$ cat src/rtl/cnn_seq_pkg.sv
// Shared types for the CNN stage sequencer: FSM state encoding and the stage-index width helper.
package cnn_seq_pkg;

    typedef enum logic [2:0] {
        S_IDLE,
        S_LAUNCH,
        S_WAIT,
        S_PAUSE,
        S_DONE,
        S_ERROR
    } seq_state_e;

    // A single-stage chain still needs a 1-bit index register.
    function automatic int unsigned STAGE_IDX_W(input int unsigned n);
        return (n <= 1) ? 1 : $clog2(n);
    endfunction

endpackage

$ cat src/rtl/cnn_stage_sequencer_next_sel.sv
// Priority encoder: lowest set bit of en_q strictly above idx, or from bit 0 when first is set.
module stage_next_sel #(
    parameter int unsigned N  = 5,
    parameter int unsigned IW = 3
) (
    input  logic [N-1:0]  en_q,
    input  logic [IW-1:0] idx,
    input  logic          first,
    output logic [IW-1:0] next_idx,
    output logic          none
);

    logic w_found;

    always_comb begin
        w_found  = 1'b0;
        next_idx = '0;
        for (int unsigned i = 0; i < N; i++) begin
            if (!w_found && en_q[i] && (first || (IW'(i) > idx))) begin
                next_idx = IW'(i);
                w_found  = 1'b1;
            end
        end
        none = !w_found;
    end

endmodule

$ cat src/rtl/cnn_stage_sequencer.sv
// Configurable start/done chain for the CNN pipeline stages, with bypass mask, single-step,
// per-stage watchdog and a saturating run-length counter.
module cnn_stage_sequencer
    import cnn_seq_pkg::*;
#(
    parameter int unsigned NUM_STAGES     = 5,
    parameter int unsigned TIMEOUT_CYCLES = 1048576,
    parameter int unsigned CNT_W          = 32
) (
    input  logic                                  clk,
    input  logic                                  rst,
    input  logic                                  go,
    input  logic                                  extra,
    input  logic                                  step,
    input  logic [NUM_STAGES-1:0]                 stage_en,
    input  logic [NUM_STAGES-1:0]                 stage_done,
    output logic [NUM_STAGES-1:0]                 stage_start,
    output logic [NUM_STAGES-1:0]                 stage_active,
    output logic                                  done,
    output logic                                  error,
    output logic [STAGE_IDX_W(NUM_STAGES)-1:0]    err_stage,
    output logic [CNT_W-1:0]                      run_cycles
);

    localparam int unsigned IW   = STAGE_IDX_W(NUM_STAGES);
    localparam int unsigned WD_W = $clog2(TIMEOUT_CYCLES);
    localparam logic [WD_W-1:0] WD_LAST = WD_W'(TIMEOUT_CYCLES - 1);

    seq_state_e              r_state, w_state_nxt;
    logic [IW-1:0]           r_idx, w_idx_nxt;
    logic [IW-1:0]           r_err_stage, w_err_nxt;
    logic [NUM_STAGES-1:0]   r_en_q, w_en_nxt;
    logic [WD_W-1:0]         r_wdog, w_wdog_nxt;
    logic [CNT_W-1:0]        r_run_cycles, w_cyc_nxt, w_cyc_inc;
    logic [NUM_STAGES-1:0]   w_sel_en, w_onehot;
    logic [IW-1:0]           w_next_idx;
    logic                    w_sel_first, w_none;

    // In IDLE the mask is not yet latched, so the first search looks at the live input.
    assign w_sel_first = (r_state == S_IDLE);
    assign w_sel_en    = w_sel_first ? stage_en : r_en_q;
    assign w_cyc_inc   = (&r_run_cycles) ? r_run_cycles : r_run_cycles + CNT_W'(1);

    stage_next_sel #(
        .N  (NUM_STAGES),
        .IW (IW)
    ) u_next_sel (
        .en_q     (w_sel_en),
        .idx      (r_idx),
        .first    (w_sel_first),
        .next_idx (w_next_idx),
        .none     (w_none)
    );

    always_comb begin
        w_state_nxt = r_state;
        w_idx_nxt   = r_idx;
        w_err_nxt   = r_err_stage;
        w_en_nxt    = r_en_q;
        w_wdog_nxt  = r_wdog;
        w_cyc_nxt   = r_run_cycles;
        case (r_state)
            S_IDLE: begin
                if (go) begin
                    w_en_nxt  = stage_en;
                    w_cyc_nxt = '0;
                    if (w_none) begin
                        w_state_nxt = S_DONE;
                    end else begin
                        w_idx_nxt   = w_next_idx;
                        w_state_nxt = S_LAUNCH;
                    end
                end
            end
            S_LAUNCH: begin
                w_wdog_nxt  = '0;
                w_cyc_nxt   = w_cyc_inc;
                w_state_nxt = S_WAIT;
            end
            S_WAIT: begin
                w_cyc_nxt = w_cyc_inc;
                if (stage_done[r_idx]) begin
                    if (w_none) begin
                        w_state_nxt = S_DONE;
                    end else begin
                        w_idx_nxt   = w_next_idx;
                        w_state_nxt = extra ? S_PAUSE : S_LAUNCH;
                    end
                end else if (r_wdog == WD_LAST) begin
                    w_err_nxt   = r_idx;
                    w_state_nxt = S_ERROR;
                end else begin
                    w_wdog_nxt = r_wdog + WD_W'(1);
                end
            end
            S_PAUSE: begin
                w_cyc_nxt = w_cyc_inc;
                if (step || !extra) begin
                    w_state_nxt = S_LAUNCH;
                end
            end
            S_DONE: begin
                if (!go) begin
                    w_state_nxt = S_IDLE;
                end
            end
            S_ERROR: begin
                w_state_nxt = S_ERROR;
            end
            default: begin
                w_state_nxt = S_IDLE;
            end
        endcase
    end

    always_ff @(posedge clk) begin
        if (rst) begin
            r_state      <= S_IDLE;
            r_idx        <= '0;
            r_err_stage  <= '0;
            r_en_q       <= '0;
            r_wdog       <= '0;
            r_run_cycles <= '0;
        end else begin
            r_state      <= w_state_nxt;
            r_idx        <= w_idx_nxt;
            r_err_stage  <= w_err_nxt;
            r_en_q       <= w_en_nxt;
            r_wdog       <= w_wdog_nxt;
            r_run_cycles <= w_cyc_nxt;
        end
    end

    assign w_onehot     = NUM_STAGES'(1) << r_idx;
    assign stage_start  = (r_state == S_LAUNCH) ? w_onehot : '0;
    assign stage_active = ((r_state == S_LAUNCH) || (r_state == S_WAIT)) ? w_onehot : '0;
    assign done         = (r_state == S_DONE);
    assign error        = (r_state == S_ERROR);
    assign err_stage    = r_err_stage;
    assign run_cycles   = r_run_cycles;

endmodule
$ cat config.mk
export PLATFORM = sky130hd
export DESIGN_NAME = cnn_stage_sequencer
export DESIGN_NICKNAME = d
export VERILOG_FILES = /design/src/rtl/cnn_seq_pkg.sv /design/src/rtl/cnn_stage_sequencer_next_sel.sv /design/src/rtl/cnn_stage_sequencer.sv
export SDC_FILE = /design/constraint.sdc
export NUM_CORES = 1
export LEC_CHECK = 0
export ABC_AREA = 1
export CORE_UTILIZATION = 50
export DETAILED_ROUTE_END_ITERATION = 8
export GPL_TIMING_DRIVEN = 0
export PLACE_DENSITY = 0.77
export SLEW_MARGIN = 20
export SYNTH_ARGS = -nofsm -noshare
export SYNTH_HDL_FRONTEND = slang
export SYNTH_SLANG_ARGS = --single-unit
$ cat constraint.sdc
create_clock -name clk -period 1.9 [get_ports clk]
set_clock_uncertainty 0.05 [all_clocks]
set_input_delay 0.38 -clock clk [delete_from_list [all_inputs] [get_ports clk]]
set_output_delay 0.38 -clock clk [all_outputs]
set_load 0.005 [all_outputs]
==> impl_results.md <==
- TritonRoute pass-1 iters: 5
- Die area: 8860 µm²
- Area of the multi-input gates: approximately 2700 µm²
- Power share of the combinational group: between 40% and 50%
- Area delta synth->final: 33.2%
- Failing checks: negative setup slack
- Vias in the first global route: ~4.5k
- Die height: approximately 94 µm
- Data arrival time of the worst path: between 2000 and 2500 ps
- Mapped Avg Cell Area: between 6 and 7 µm²
- Mapped Nets: 722
- Post-route ant nets: 0
- Post-route DRC: 0
- CTS Buf Count: 9
- Clk pwr share: around 24%
- Fin Setup TNS: -10.2 ps
- Clock insertion delay at the later pin of the skew report: 350 ps
- Status: finished, violations left
- FILL cells: between 700 and 800
- Min Clock Period, post-route: about 1900 ps
- Root Buffer: clkbuf_8
- Async S/R FF share, synth: 0%
- Fin area: roughly 5700 µm²
- CTS clk-pin slew, worst paths: approximately 80 ps
- Mux cell area share after synthesis: 0%
- Synth Area in Simple Gates: a little under half
- F_max: approximately 520 MHz
- Row Count: 33
- DRT Wirelength: 13700 µm
- Largest net degree at the start of global routing: 12
- #FFs+latches synth: 65
- CTS tree: yes
- Port bufs: between 60 and 70
- RD Place Congestion: 0.942
- Via count: between 5k and 6k
- Adder-Cell Fraction of Synth Area: less than 1%
- Clock Sinks: 65
- Req. time, crit path: between 2000 and 2500 ps
- Power per Cell Area: approximately 1000 nW/µm²
- N_diodes: 0
- Grt ovf: 0
- DIE WIDTH: ~94 µm
- Vias per cell: between 5 and 6
- Predominant post-synthesis flop cell: dfxtp_1
- Share of cells above drive strength 1: 20.1%
- Antenna violations before repair: 0
- Switch Pwr: between 2 and 2.5 mW
- Max-cap viol count: 0
- Slew @ Worst Pin: roughly 550 ps
- Cell area after synthesis: 4250 µm²
- Internal power: roughly 3.3 mW
- CP startpoint kind: flip-flop
- Max Buffers Root-to-Sink: 2
- Post-synthesis xor/xnor area fraction: under 10%
- Final Max Tran Viols: 0
- Initial DRC count: 428
- Worst-path fanout max: 10
- Post-route setup slack: -10.2 ps
- Post-layout nets: between 800 and 900
- I/O pin cnt: 62
- Core Area: approximately 8000 µm²
- Endpoints failing setup: 1
- Setup CP Type: flip-flop to flip-flop
- Post-synth EDFFs: 0
- Initial core utilization: between 50% and 60%
- Largest family of logic cells by synthesized area: simple AND/OR/NAND/NOR gates
- Leak pwr: between 2 and 2.5 nW
- H-tree depth: 3
- Reg area: ~1300 µm²
- HPWL Detailed: between 9000 and 10000 µm
- Overall routing resource usage: between 30% and 40%
- WL/cell: ~15 µm
- Worst min path class: flip-flop to flip-flop
- Global-route wire length before repair: between 20000 and 25000 µm
- Sequential share of the synthesized area: a little under a third
- Endpoints failing hold: 0
- RSZ-0062 raised after global routing: true
- Peak VDD IR: approximately 0.54 mV
- Synth cell types: 37
- Yosys warning total: 0
- Slew Limit Headroom: 63.2%
- Flop pwr share: approximately 27%
- Hold WS: roughly 420 ps
- Period utilisation layout: 101%
- Critical Path Sink Type: flip-flop
- Cell Area, Placed: around 5000 µm²
- Switching Fraction: between 40% and 50%
- Compound-Gate Fraction of Synth Area: a little over a tenth
- Synthesized instance count: 705
[worst max-delay path, stage by stage (launching register included)]
cell and delay [ps]:
dfxtp_4 370, buf_4 140, nor2_4 190, buf_4 160, nor2_1 40, nand2_1 70
nor2_2 50, nand3_2 100, nand2_4 100, buf_4 200, nor3_1 240, nor2_1 90
[cell type report]
| cell class | count | area share [%] |
|---|---|---|
| inverter | 80 | 5.44 |
| multi-input combinational | 543 | 48.1 |
| clock buffer | 12 | 2.74 |
| timing repair buffer | 89 | 14.1 |
| buffer | 17 | 2.26 |
| clock inverter | 4 | 1.33 |
| tap | 105 | 2.32 |
| sequential | 65 | 23.7 |
[final timing paths]
kind                   start       endpoint  slack, ps  cells past startpoint
setup reg to reg  r_state[0]  run_cycles[7]        -10                     11
setup / recovery  r_state[0]  run_cycles[7]        -10                     11
hold reg to reg    r_en_q[3]      r_en_q[3]        420                      2
hold / removal     r_en_q[3]      r_en_q[3]        420                      2
[registers in the layout, summed over array words and instances (netlist names)]
signal	cells
run_cycles	32
r_wdog	20
r_en_q	4
err_stage	3
r_idx	3
r_state	3
[power by group through the flow]
stage                     combinational [mW]  clock (mW)  sequential, mW
after CTS                               2.24        1.38            1.54
after global routing                    2.98        1.46            1.57
final                                   2.77        1.39            1.56
after detailed placement                2.02           0            1.57
after global placement                  1.98           0            1.56
after floorplan                         1.41           0            1.54
[cells in the mapped netlist (all sizes together), types with 6 or more instances]
master / count / share of area (%)
o21ai: 21 / 2.5
a21oi: 55 / 6.9
nand3: 70 / 8.8
nor2: 129 / 12
inv: 80 / 7.2
buf: 10 / 1.8
nor3: 24 / 3.2
nand3b: 6 / 1.1
clkbuf: 7 / 0.62
nand4: 15 / 2.2
dfxtp: 65 / 31
nand2: 201 / 18
[placed cells by master, fill, tap and decap left out, types with 7 or more instances in the layout]
cell and instances:
nand3_2 10, nor3_1 19, clkdlybuf4s50_1 49, dfxtp_1 42, nor2_1 101, o21ai_0 15, nand2_2 7, inv_2 12
clkbuf_8 11, dfxtp_2 19, nor2_4 10, a21oi_1 51, inv_1 65, nand2_1 190, nand4_1 15, nor2_2 18
buf_4 30, nand3_1 60
[through the flow]
step	instances	total power [mW]	util (%)	setup WS, ps
global route	915	6.02	68.8	-72.7
floorplan	705	2.95	-	62.1
detailed placement	871	3.59	60.7	-377
finish	915	5.73	68.8	-10.2
CTS	899	5.17	65.2	-63.9
global placement	871	3.55	60.7	-339
[cell families after synthesis]
logic type / Yosys count
XOR/XNOR: 9
buffers and inverters: 97
AND/OR/NAND/NOR: 450
flip-flops: 65
adder cells (fa/ha/maj): 2
AO/OA/AOI/OAI: 82
[metal layers]
layer	track usage, %	share of wire, %	wire length (µm)	vias to the layer above
met4	10.4	0.92	127	0
met2	50.5	46	6360	227
met3	4.37	8.5	1170	14
met1	41.8	44	6080	2322
met5	0	0	0	-
li1	-	-	-	2467
[repair_timing]
action                     in CTS  in global routing
pin swaps                       8                 10
resized for setup              52                 69
setup buffers                  12                 16
hold buffers                    0                  0
setup endpoints to repair      67                 66
Power figures use the tool's default switching activity.
